File: src/rtl/seg7_pkg.sv
// seg7_pkg: segment codes, bit positions, decode sentinels and FSM states shared by the 7-seg capture logic.
package seg7_pkg;
  localparam logic [7:0] SS_0 = 8'h03;
  localparam logic [7:0] SS_1 = 8'h9F;
  localparam logic [7:0] SS_2 = 8'h25;
  localparam logic [7:0] SS_3 = 8'h0D;
  localparam logic [7:0] SS_4 = 8'h99;
  localparam logic [7:0] SS_5 = 8'h49;
  localparam logic [7:0] SS_6 = 8'h41;
  localparam logic [7:0] SS_7 = 8'h1F;
  localparam logic [7:0] SS_8 = 8'h01;
  localparam logic [7:0] SS_9 = 8'h09;
  localparam logic [7:0] SS_BLANK = 8'hFF;
  localparam int SEG_A = 7;
  localparam int SEG_B = 6;
  localparam int SEG_C = 5;
  localparam int SEG_D = 4;
  localparam int SEG_E = 3;
  localparam int SEG_F = 2;
  localparam int SEG_G = 1;
  localparam int SEG_DP = 0;
  localparam logic [3:0] DIG_BLANK = 4'hF;
  localparam logic [3:0] DIG_ERR = 4'hE;
  typedef enum logic [1:0] {IDLE, COLLECT, DONE} state_t;
endpackage

File: src/rtl/seg7_decode.sv
// seg7_decode: maps an active-low segment pattern back to BCD, flagging blank and unknown patterns.
module seg7_decode
  import seg7_pkg::*;
(
  input  logic [7:0] seg,
  output logic [3:0] bcd,
  output logic       blank,
  output logic       err
);
  logic [7:0] s;
  // dp forced off so it never affects the match
  assign s = seg | (8'h01 << SEG_DP);
  always_comb begin
    bcd = DIG_ERR;
    case (s)
      SS_0:     bcd = 4'd0;
      SS_1:     bcd = 4'd1;
      SS_2:     bcd = 4'd2;
      SS_3:     bcd = 4'd3;
      SS_4:     bcd = 4'd4;
      SS_5:     bcd = 4'd5;
      SS_6:     bcd = 4'd6;
      SS_7:     bcd = 4'd7;
      SS_8:     bcd = 4'd8;
      SS_9:     bcd = 4'd9;
      SS_BLANK: bcd = DIG_BLANK;
      default:  bcd = DIG_ERR;
    endcase
    blank = bcd == DIG_BLANK;
    err = bcd == DIG_ERR;
  end
endmodule

File: src/rtl/seg7_scan_capture.sv
// seg7_scan_capture: samples the scanned anode/segment buses, waits for a stable run,
// decodes the selected digit and reports complete 4-digit frames.
module seg7_scan_capture
  import seg7_pkg::*;
#(
  parameter int STABLE_CYCLES = 4
) (
  input  logic        clk,
  input  logic        rst,
  input  logic        clr,
  input  logic [3:0]  an_in,
  input  logic [7:0]  seg_in,
  output logic [15:0] digit_out,
  output logic [3:0]  dp_out,
  output logic [3:0]  digit_vld,
  output logic        frame_done,
  output logic        pat_err
);
  localparam int CW = $clog2(STABLE_CYCLES + 1);
  logic [11:0] s1, s2;
  logic [CW-1:0] cnt;
  logic [3:0] seen, seen_nxt, low, sel, bcd, val;
  logic stable, hit, one, multi, cap, blank, err;
  state_t state, state_nxt;
  seg7_decode u_dec (.seg(s1[7:0]), .bcd(bcd), .blank(blank), .err(err));
  assign stable = s1 == s2;
  // fires only on the edge where the counter reaches the threshold
  assign hit = stable && cnt == CW'(STABLE_CYCLES - 1);
  assign low = ~s1[11:8];
  assign one = |low && ~|(low & (low - 4'd1));
  assign multi = |low && !one;
  assign cap = hit && one;
  assign sel = cap ? low : 4'b0;
  assign val = err ? DIG_ERR : blank ? DIG_BLANK : bcd;
  assign frame_done = state == DONE;
  always_comb begin
    seen_nxt = (state == DONE ? 4'b0 : seen) | sel;
    state_nxt = state == DONE ? COLLECT : seen_nxt == 4'hF ? DONE : cap ? COLLECT : state;
  end
  always_ff @(posedge clk or posedge rst) begin
    if (rst) begin
      s1 <= '1;
      s2 <= '1;
      cnt <= '0;
      seen <= '0;
      state <= IDLE;
      digit_out <= 16'hFFFF;
      dp_out <= '0;
      digit_vld <= '0;
      pat_err <= 1'b0;
    end else begin
      s1 <= {an_in, seg_in};
      s2 <= s1;
      if (clr) begin
        cnt <= '0;
        seen <= '0;
        state <= IDLE;
        digit_out <= 16'hFFFF;
        dp_out <= '0;
        digit_vld <= '0;
        pat_err <= 1'b0;
      end else begin
        cnt <= !stable ? '0 : cnt == CW'(STABLE_CYCLES) ? cnt : cnt + 1'b1;
        seen <= seen_nxt;
        state <= state_nxt;
        pat_err <= pat_err | (hit && (multi || (one && err)));
        for (int k = 0; k < 4; k++)
          if (sel[k]) begin
            digit_out[4*k +: 4] <= val;
            dp_out[k] <= ~s1[SEG_DP];
            digit_vld[k] <= 1'b1;
          end
      end
    end
  end
endmodule
File: config.mk
export PLATFORM = sky130hd
export DESIGN_NAME = seg7_scan_capture
export DESIGN_NICKNAME = d
export VERILOG_FILES = /design/src/rtl/seg7_pkg.sv /design/src/rtl/seg7_decode.sv /design/src/rtl/seg7_scan_capture.sv
export SDC_FILE = /design/constraint.sdc
export NUM_CORES = 1
export LEC_CHECK = 0
export BUFFER_PORTS_ARGS = -buffer_cell sky130_fd_sc_hd__buf_2
export CORE_UTILIZATION = 35
export CTS_CLUSTER_DIAMETER = 120
export DETAILED_ROUTE_END_ITERATION = 8
export HOLD_SLACK_MARGIN = 0.03
export PLACE_DENSITY = 0.62
export SETUP_SLACK_MARGIN = 0.2
export SLEW_MARGIN = 20
export SYNTH_ARGS = -nofsm -noshare
export SYNTH_HDL_FRONTEND = slang
export SYNTH_SLANG_ARGS = --single-unit
export TNS_END_PERCENT = 1
File: constraint.sdc
create_clock -name clk -period 5.6 [get_ports clk]
set_input_delay 0.28 -clock clk [delete_from_list [all_inputs] [get_ports clk]]
set_output_delay 0.28 -clock clk [all_outputs]
set_load 0.005 [all_outputs]
==> results of run 1 <==
==> stage by stage <==
stage                     utilization [%]  power [uW]  area (sq um)  setup WS [ns]
after global placement              39.24       515.0          3017          3.230
final                               43.60        1024          3352          3.174
after floorplan                         -       503.4          2763          3.453
after detailed placement            39.24       515.7          3017          3.205
after CTS                           43.60        1033          3352          3.180
after global routing                43.60        1058          3352          2.955
==> cells by family (layout without fill, tap and decap cells) <==
| family | after synthesis | count (layout) |
|---|---|---|
| buffers and inverters | 22 | 73 |
| adder cells (fa/ha/maj) | 3 | 3 |
| AND/OR/NAND/NOR | 80 | 80 |
| multiplexers | 1 | 1 |
| flip-flops | 58 | 58 |
| AO/OA/AOI/OAI | 48 | 48 |
| XOR/XNOR | 15 | 15 |
==> layer usage <==
layer,part of all wire (%),vias up
li1,-,901
met1,48,892
met2,46,38
met3,3.8,10
met4,1.7,0
met5,0,-
==> layout by cell type, fill, tap and decap left out, types with 2 or more instances in the layout <==
master          n
a211oi_1        4
a21o_1          4
a21oi_1        24
a31oi_1         2
and2_1          3
and4b_1         4
buf_2          40
bufinv_16       4
clkbuf_8        9
dfrtp_1        18
dfstp_2        40
dlygate4sd3_1   7
ha_1            3
inv_1           8
nand2_1        10
nand2b_1        2
nand4_4         3
nor2_1         18
nor3_1         18
nor3_2          2
nor3_4          2
nor4_1          2
nor4_4          5
o21ai_0         3
o22ai_1         3
xnor2_1         7
xnor2_2         8
==> registers in the layout (all words and copies together), names as in the netlist <==
register   count
pat_err        1
dp_out         4
s1            12
state          2
s2            12
digit_vld      4
seen           4
cnt            3
digit_out     16
==> cell type report <==
cell class                 count  area share (%)
clock buffer                   9           3.695
clock inverter                 7           4.218
inverter                       9           1.008
multi-input combinational    147           34.19
sequential                    58           44.79
tap                          102           3.807
timing repair buffer          48           8.287
==> worst min-delay path by stage <==
stage	slack, ns	depth (start not counted)	to	start
final	0.04	1	s1[8]	an_in[0]
after global routing	0.03	1	s1[1]	seg_in[1]
after CTS	0.03	1	s1[8]	an_in[0]
after detailed placement	0.39	1	s1[6]	seg_in[6]
after global placement	0.38	1	s1[5]	seg_in[5]
after floorplan	0.28	0	s1[0]	seg_in[0]
==> power breakdown <==
part	total (uW)	internal [uW]	switching (uW)
Clock	512	340	172
Combinational	60.1	25.8	34.4
Sequential	451	436	15.1
Total	1020	802	222
==> flow_summary.ini, run 1 <==
[worst_setup_path]
rrSetupSlack_ns = 3.17
crit_path_start = cnt[0]
crit_top_cell = ha_1
cp_max_fo = 9
cp_slowest_cell = or4b_1
cp.depth = 8
critical_path_buf_inv_count = 1
rr_endpoint = state[0]
slowest_delay_ns = 0.56
cp-start-kind = register
crit_chain = ha_1, ha_1, inv_1, or4b_1, nor4_4, o22ai_1, o21ai_0, a21oi_1
crit_family = simple AND/OR/NAND/NOR gates
r2r_start = cnt[0]
critPathCaptureType = register
crit_path_end = state[0]
reg2reg_depth = 8
cp.required_ns = 5.79
crit_arrival_ns = 2.62
crit_type = register to register

[timing]
maxSlewViolCount = 0
rsz0062_at_grt = no
min_period_ns = 2.426
worstMarginPinSlew_ns = 0.7103
slew_headroom_pct = 52.65
setup_viol = 0
fin_crit_sh_pct = 43.33
fin_worst_skew_ns = 0.01419
hold_viol_final = 0
fmax_ghz = 0.4121
setup_tns_ns = 0
hold_ws_ns = 0.03946

[pwr]
leakage_uw = 0.001394
power_density_nw_per_um2 = 305.5
vdd_ir_drop_max_mv = 0.1935

[global_routing]
grtUsageMet1_pct = 19.77
grt_antenna_before_repair = 0
grt_most_used_layer = met2
use_met2_pct = 21.21
grtUsageMet3_pct = 2.862
grt-ovfl-total = 0
grt_pass1_vias = 1792
grt_usage_pct = 14.21
grt_pass1_wl_um = 9073
grt_max_degree = 59

[yosys]
yosysWarnings = 0
synth_area_leaders = dfstp_2 38%, dfrtp_1 16%, xnor2_2 4.7%
synth_common_cells = 40 x dfstp_2, 24 x a21oi_1, 18 x dfrtp_1, 18 x nor2_1, 18 x nor3_1
synth-edff-count = 0
synth_top_family_by_area = simple AND/OR/NAND/NOR gates
synth-seq-area-share_pct = 54.35
async_flop_share_pct = 100.0
ys_seq_elements = 58
synth_compound_gate_area_share_pct = 10.87
synthSimpleGateAreaFrac_pct = 21.97
synthAdderAreaFrac_pct = 1.359
syn_area_sq_um = 2763
postSynthAreaPerCell_sq_um = 12.17
synthCells = 227
yosysUniqueCellTypes = 49
synth_top_area_cell = dfstp_2
synthXorXnorAreaFrac_pct = 6.929
syn_nets = 245
synth_top_area_share_pct = 38.04
synth_mux_area_share_pct = 0.3623
post-synth-top-count-cell = dfstp_2
synth_ff_type = dfstp_2

[clock_tree]
hold_buffers = 7
cts_sinks = 58
cts-root-buf = clkbuf_8
cts_tree = built
cts_resized = 0
cts_max_path_buffers = 2
clock_latency_ns = 0.34
clk_pin_slew_worst_paths_ns = 0.07
h-tree-depth = 3
cts_setup_buffers = 0
numCtsBuffers = 9

[hold_path]
hold_class = input pin to register

[outcome]
status = finished clean

[placed_design]
place_inst = 357
place.gp.congestion = 0.7690
hpwl_um = 3618
port_buffers = 40

[die]
die-area_sq_um = 8253
ios = 41
initial_core_util_pct = 35.94
placeableCoreArea_sq_um = 7687
die_w_um = 90.85
std_cell_rows = 32
die_y_um = 90.85

[final_layout]
regArea_sq_um = 1501
final_layout_size_suffix_gt1_share_pct = 44.24
final_cell_count_no_fill = 380
multi_input_area_sq_um = 1146
nets = 291
syn_to_final_growth_pct = 21.33
fill_cells = 734
diodes = 0

[routing]
drc = 0
drtAntennaViolNets = 0
wl_um = 5279
wl_per_cell_um = 13.89
drt_pass1_iterations = 7
vias = 1841
via_per_inst = 4.845
drt_iter0_markers = 142

[flow_run]
drv_cap = 0
(Power assumes the default switching activity.)
==> inputs of run 2 (changes only) <==
- clock period: 5.6 -> 2.3 ns (I/O delays scaled with it)
==> flow_summary.ini, run 2 (synthesis gave the netlist of run 1 again) <==
[routing]
vias = 2022
drc = 0
via_per_inst = 4.944
drt_iter0_markers = 127
drt_pass1_iterations = 4
wl_per_cell_um = 14.27
drtAntennaViolNets = 0
wl_um = 5836

[final_layout]
fill_cells = 733
final_layout_size_suffix_gt1_share_pct = 51.14
reg_top3 = digit_out: 16 flops, s1: 12 flops, s2: 12 flops
largest_register_ffs = 16
final_cell_count_no_fill = 409
diodes = 0
regMostFlops = digit_out
syn_to_final_growth_pct = 30.84
final_cell_mix = 40 x dfstp_2, 40 x buf_2, 22 x a21oi_1, 22 x buf_4
nets = 320

[pwr]
power.share.sequential_pct = 46.3
power_density_nw_per_um2 = 655.9
switching_share_pct = 22.14
p_switching_uw = 524.9
p_clk_share_pct = 46.1
internal-power_uw = 1846
pwr-share-comb_pct = 7.6
p_total_uw = 2371
vdd_ir_drop_max_mv = 0.3615
leakage_uw = 0.001548

[worst_setup_path]
rrSetupSlack_ns = 0.23
cp_slowest_cell = dfstp_2
cp_max_fo = 6
crit_path_end = state[0]
rr_endpoint = state[0]
crit_chain = xnor2_1, nand4_4, buf_4, nor4_4, o22ai_1, o21ai_1, a21oi_1
r2r_start = s1[0]
crit_arrival_ns = 2.26
cp-start-kind = register
critPathCaptureType = register
crit_type = register to register
cp.required_ns = 2.49
slowest_delay_ns = 0.63
reg2reg_depth = 7
crit_path_start = s1[0]

[clock_tree]
h-tree-depth = 3
numCtsBuffers = 9
cts-root-buf = clkbuf_8
cts_tree = built
cts_sinks = 58
clk_pin_slew_worst_paths_ns = 0.07
clock_latency_ns = 0.34
cts_max_path_buffers = 2

[placed_design]
place_inst = 364
post-place-ws_ns = 0.1401
place.gp.congestion = 0.7561
port_buffers = 40
hpwl_um = 3871

[die]
die_y_um = 90.85
die_w_um = 90.85
initial_core_util_pct = 35.94
ios = 41
placeableCoreArea_sq_um = 7687
std_cell_rows = 32
die-area_sq_um = 8253

[timing]
rsz0062_at_grt = yes
setup_tns_ns = 0
fin_crit_sh_pct = 89.79
hold_viol_final = 0
setup_viol = 0
fin_worst_skew_ns = 0.006305
fmax_ghz = 0.4842
worstMarginPinSlew_ns = 0.6964
min_period_ns = 2.065
slew_headroom_pct = 53.57
finalWorstSetupSlack_ns = 0.2348
maxSlewViolCount = 0
hold_ws_ns = 0.2919

[global_routing]
grtUsageMet3_pct = 5.976
grt_antenna_before_repair = 0
grt_pass1_vias = 2002
grt_most_used_layer = met2
grt_pass1_wl_um = 9673
grt-ovfl-total = 0
use_met2_pct = 23.23
grt_max_degree = 59
grt_usage_pct = 15.32
grtUsageMet1_pct = 19.46

[outcome]
status = finished clean

[hold_path]
hold_class = input pin to register

[flow_run]
drv_cap = 0
## run 2: cell types whose count changed in the layout (fill, tap and decap cells not counted), moves of 2 or more
cell,previous run,this run
a21oi_2,0,2
clkbuf_8,9,12
and2_2,0,2
dlygate4sd3_1,7,13
bufinv_16,4,2
a21oi_1,24,22
buf_4,1,22
ha_1,3,1
and2_1,3,1
## run 2: worst max-delay path: cells and delay by family, from the launching register on
kind	cells	cell delay (ns)
xor gates and xnor gates	1	0.20
AOI/OAI and AO/OA	3	0.45
and+or+nand+nor	2	0.43
DFF	1	0.63
buffers and inverters	1	0.20
## run 2: power by group through the flow
stage,combinational (uW),sequential (uW),clock (uW)
2_1_floorplan,136,1090,0
3_3_place_gp,143,1110,0
3_5_place_dp,143,1120,0
4_1_cts,165,1100,1120
5_1_grt,198,1100,1170
6_report,181,1100,1090
## run 2: stage by stage
step,instance area (sq um),utilization (%)
after CTS,3491,45.41
after floorplan,2789,-
after global placement,3088,40.17
after global routing,3615,47.02
after detailed placement,3088,40.17
final,3615,47.02
## run 2: worst min-delay path by stage
stage,from,end,slack (ns),depth (start not counted)
floorplan,seg_in[0],s1[0],0.12,0
global placement,seg_in[0],s1[0],0.22,1
detailed placement,seg_in[6],s1[6],0.22,1
CTS,clr,seen[2],0.29,2
global route,clr,digit_vld[1],0.30,2
finish,clr,digit_vld[1],0.29,2
## run 2: final cells by class
type | count | area (sq um) | area share (%)
Clock buffer | 12 | 165.2 | 4.569
Sequential cell | 58 | 1501 | 41.54
Tap cell | 102 | 127.6 | 3.531
Clock inverter | 4 | 72.57 | 2.008
Timing Repair Buffer | 77 | 526.8 | 14.57
Multi-Input combinational cell | 147 | 1187 | 32.85
Inverter | 9 | 33.78 | 0.9346
## run 2: per-layer routing
| layer | vias up | wire length (um) |
|---|---|---|
| li1 | 955 | - |
| met1 | 998 | 2654 |
| met2 | 56 | 2769 |
| met3 | 13 | 299 |
| met4 | 0 | 113 |
| met5 | - | 0 |
## run 2: repair_timing
action,4_1_cts,5_1_grt
endpoints found under the hold margin,30,0
endpoints found under the setup margin,5,17
hold buffers,13,0
buffers inserted,3,13
pin swaps,2,5
resized for setup,0,8
==> inputs of run 3 (changes only) <==
==> constraint.sdc (replaced) <==
create_clock -name clk -period 2.3 [get_ports clk]
set_input_delay 0.23 -clock clk [delete_from_list [all_inputs] [get_ports clk]]
set_output_delay 0.23 -clock clk [all_outputs]
set_load 0.005 [all_outputs]
==> flow_summary.ini, run 3 (synthesis gave the netlist of run 1 again) <==
[final_layout]
reg_top3 = digit_out: 16 flops, s1: 12 flops, s2: 12 flops
fill_cells = 715
final_cell_mix = 40 x dfstp_2, 40 x buf_2, 24 x a21oi_1
final_layout_size_suffix_gt1_share_pct = 48.84
utilization_pct = 45.85
nets = 314
diodes = 0
largest_register_ffs = 16
syn_to_final_growth_pct = 27.58
regMostFlops = digit_out

[timing]
min_period_ns = 2.042
setup_viol = 0
worstMarginPinSlew_ns = 0.6302
slew_headroom_pct = 57.98
setup_tns_ns = 0
hold_ws_ns = 0.3885
fin_worst_skew_ns = 0.009563
maxSlewViolCount = 0
fin_crit_sh_pct = 88.77
rsz0062_at_grt = yes
fmax_ghz = 0.4898
hold_viol_final = 0

[worst_setup_path]
cp_slowest_cell = dfstp_2
rr_endpoint = state[0]
crit_chain = nand2_2, or4b_4, nor4_4, o22ai_2, o21ai_1, a21oi_1
r2r_start = s1[10]
critical_path_buf_inv_count = 0
crit_family = simple AND/OR/NAND/NOR gates
cp_max_fo = 10
crit_type = register to register
slowest_delay_ns = 0.66
rrSetupSlack_ns = 0.26
reg2reg_depth = 6
cp.required_ns = 2.49
cp-start-kind = register
critPathCaptureType = register
crit_arrival_ns = 2.23

[die]
initial_core_util_pct = 35.94
std_cell_rows = 32
die-area_sq_um = 8253
ios = 41
die_w_um = 90.85
die_y_um = 90.85
placeableCoreArea_sq_um = 7687

[global_routing]
grt_pass1_wl_um = 9535
grt_pass1_vias = 1904
grt-ovfl-total = 0
grt_antenna_before_repair = 0
grt_usage_pct = 15.05
grt_max_degree = 36

[outcome]
status = finished clean

[placed_design]
hpwl_um = 3965
place.gp.congestion = 0.7846
port_buffers = 40

[clock_tree]
clock_latency_ns = 0.34
numCtsBuffers = 9
cts-root-buf = clkbuf_8
cts_max_path_buffers = 2
clk_pin_slew_worst_paths_ns = 0.07
h-tree-depth = 3
cts_tree = built
cts_sinks = 58

[flow_run]
drv_cap = 0

[routing]
wl_um = 5756
drtAntennaViolNets = 0
wl_per_cell_um = 14.28
via_per_inst = 4.866
vias = 1961
drc = 0
drt_pass1_iterations = 4
drt_iter0_markers = 92

[hold_path]
hold_class = register to register
min-delay-start = s1[9]
min_to = s2[9]
hold_path_depth = 0

[pwr]
vdd_ir_drop_max_mv = 0.3989
power_density_nw_per_um2 = 628.9
leakage_uw = 0.001489
p_total_uw = 2217
## run 3: cell count changes in the layout (fill, tap and decap cells not counted)
cell        delta
clkinvlp_4     +2
inv_6          +1
clkinv_4       +2
clkbuf_8       -3
a21oi_1        +2
clkinv_2       -1
and2_1         +2
bufinv_16      -1
a21oi_2        -2
buf_4          -6
and2_2         -2
## run 3: metrics by stage
step / cell area, sq um / setup slack, ns / cells
2_1_floorplan: 2789 / 0.2234 / 227
3_5_place_dp: 3108 / 0.1710 / 365
3_3_place_gp: 3108 / 0.1575 / 365
5_1_grt: 3525 / 0.1318 / 403
4_1_cts: 3463 / 0.2087 / 397
6_report: 3525 / 0.2582 / 403
## run 3: layout make-up
cell class / instances / area [sq um] / area share, %
clock inverter: 7 / 78.83 / 2.236
tap: 102 / 127.6 / 3.621
sequential: 58 / 1501 / 42.60
timing repair buffer: 71 / 481.7 / 13.67
clock buffer: 9 / 123.9 / 3.514
inverter: 9 / 33.78 / 0.9585
multi-input combinational: 147 / 1177 / 33.40
## run 3: power by group
part	internal [uW]	total, uW	switching [uW]
Sequential	1060	1100	33.7
Clock	506	948	442
Combinational	81.7	173	91.4
## run 3: how the worst max path moves through the flow
stage	to	slack, ns	from	cells after the start
2_1_floorplan	state[0]	0.22	cnt[0]	8
3_3_place_gp	dp_out[1]	0.16	s1[0]	6
3_5_place_dp	dp_out[1]	0.17	s1[0]	6
4_1_cts	dp_out[1]	0.21	s1[0]	6
5_1_grt	state[0]	0.13	s1[10]	6
6_report	state[0]	0.26	s1[10]	6
## run 3: worst reg2reg max path: cells and delay by family, from the launching register on
family,cells,cell delay [ns]
AO/OA/AOI/OAI,3,0.36
flip-flops,1,0.66
AND/OR/NAND/NOR,3,0.88
## run 3: per-layer routing
| metal | vias up | part of all wire (%) | GRT usage (%) |
|---|---|---|---|
| li1 | 948 | - | - |
| met1 | 958 | 46 | 19.61 |
| met2 | 49 | 48 | 23.11 |
| met3 | 6 | 4.5 | 4.966 |
| met4 | 0 | 1.3 | 5.952 |
| met5 | - | 0 | 0 |
## run 3: timing repair
| item | CTS | global route |
|---|---|---|
| resized for setup | 0 | 4 |
| pin swaps | 2 | 2 |
| hold endpoints to repair | 30 | 0 |
| buffers inserted | 3 | 6 |
| setup endpoints to repair | 1 | 18 |
| hold buffers | 13 | 0 |
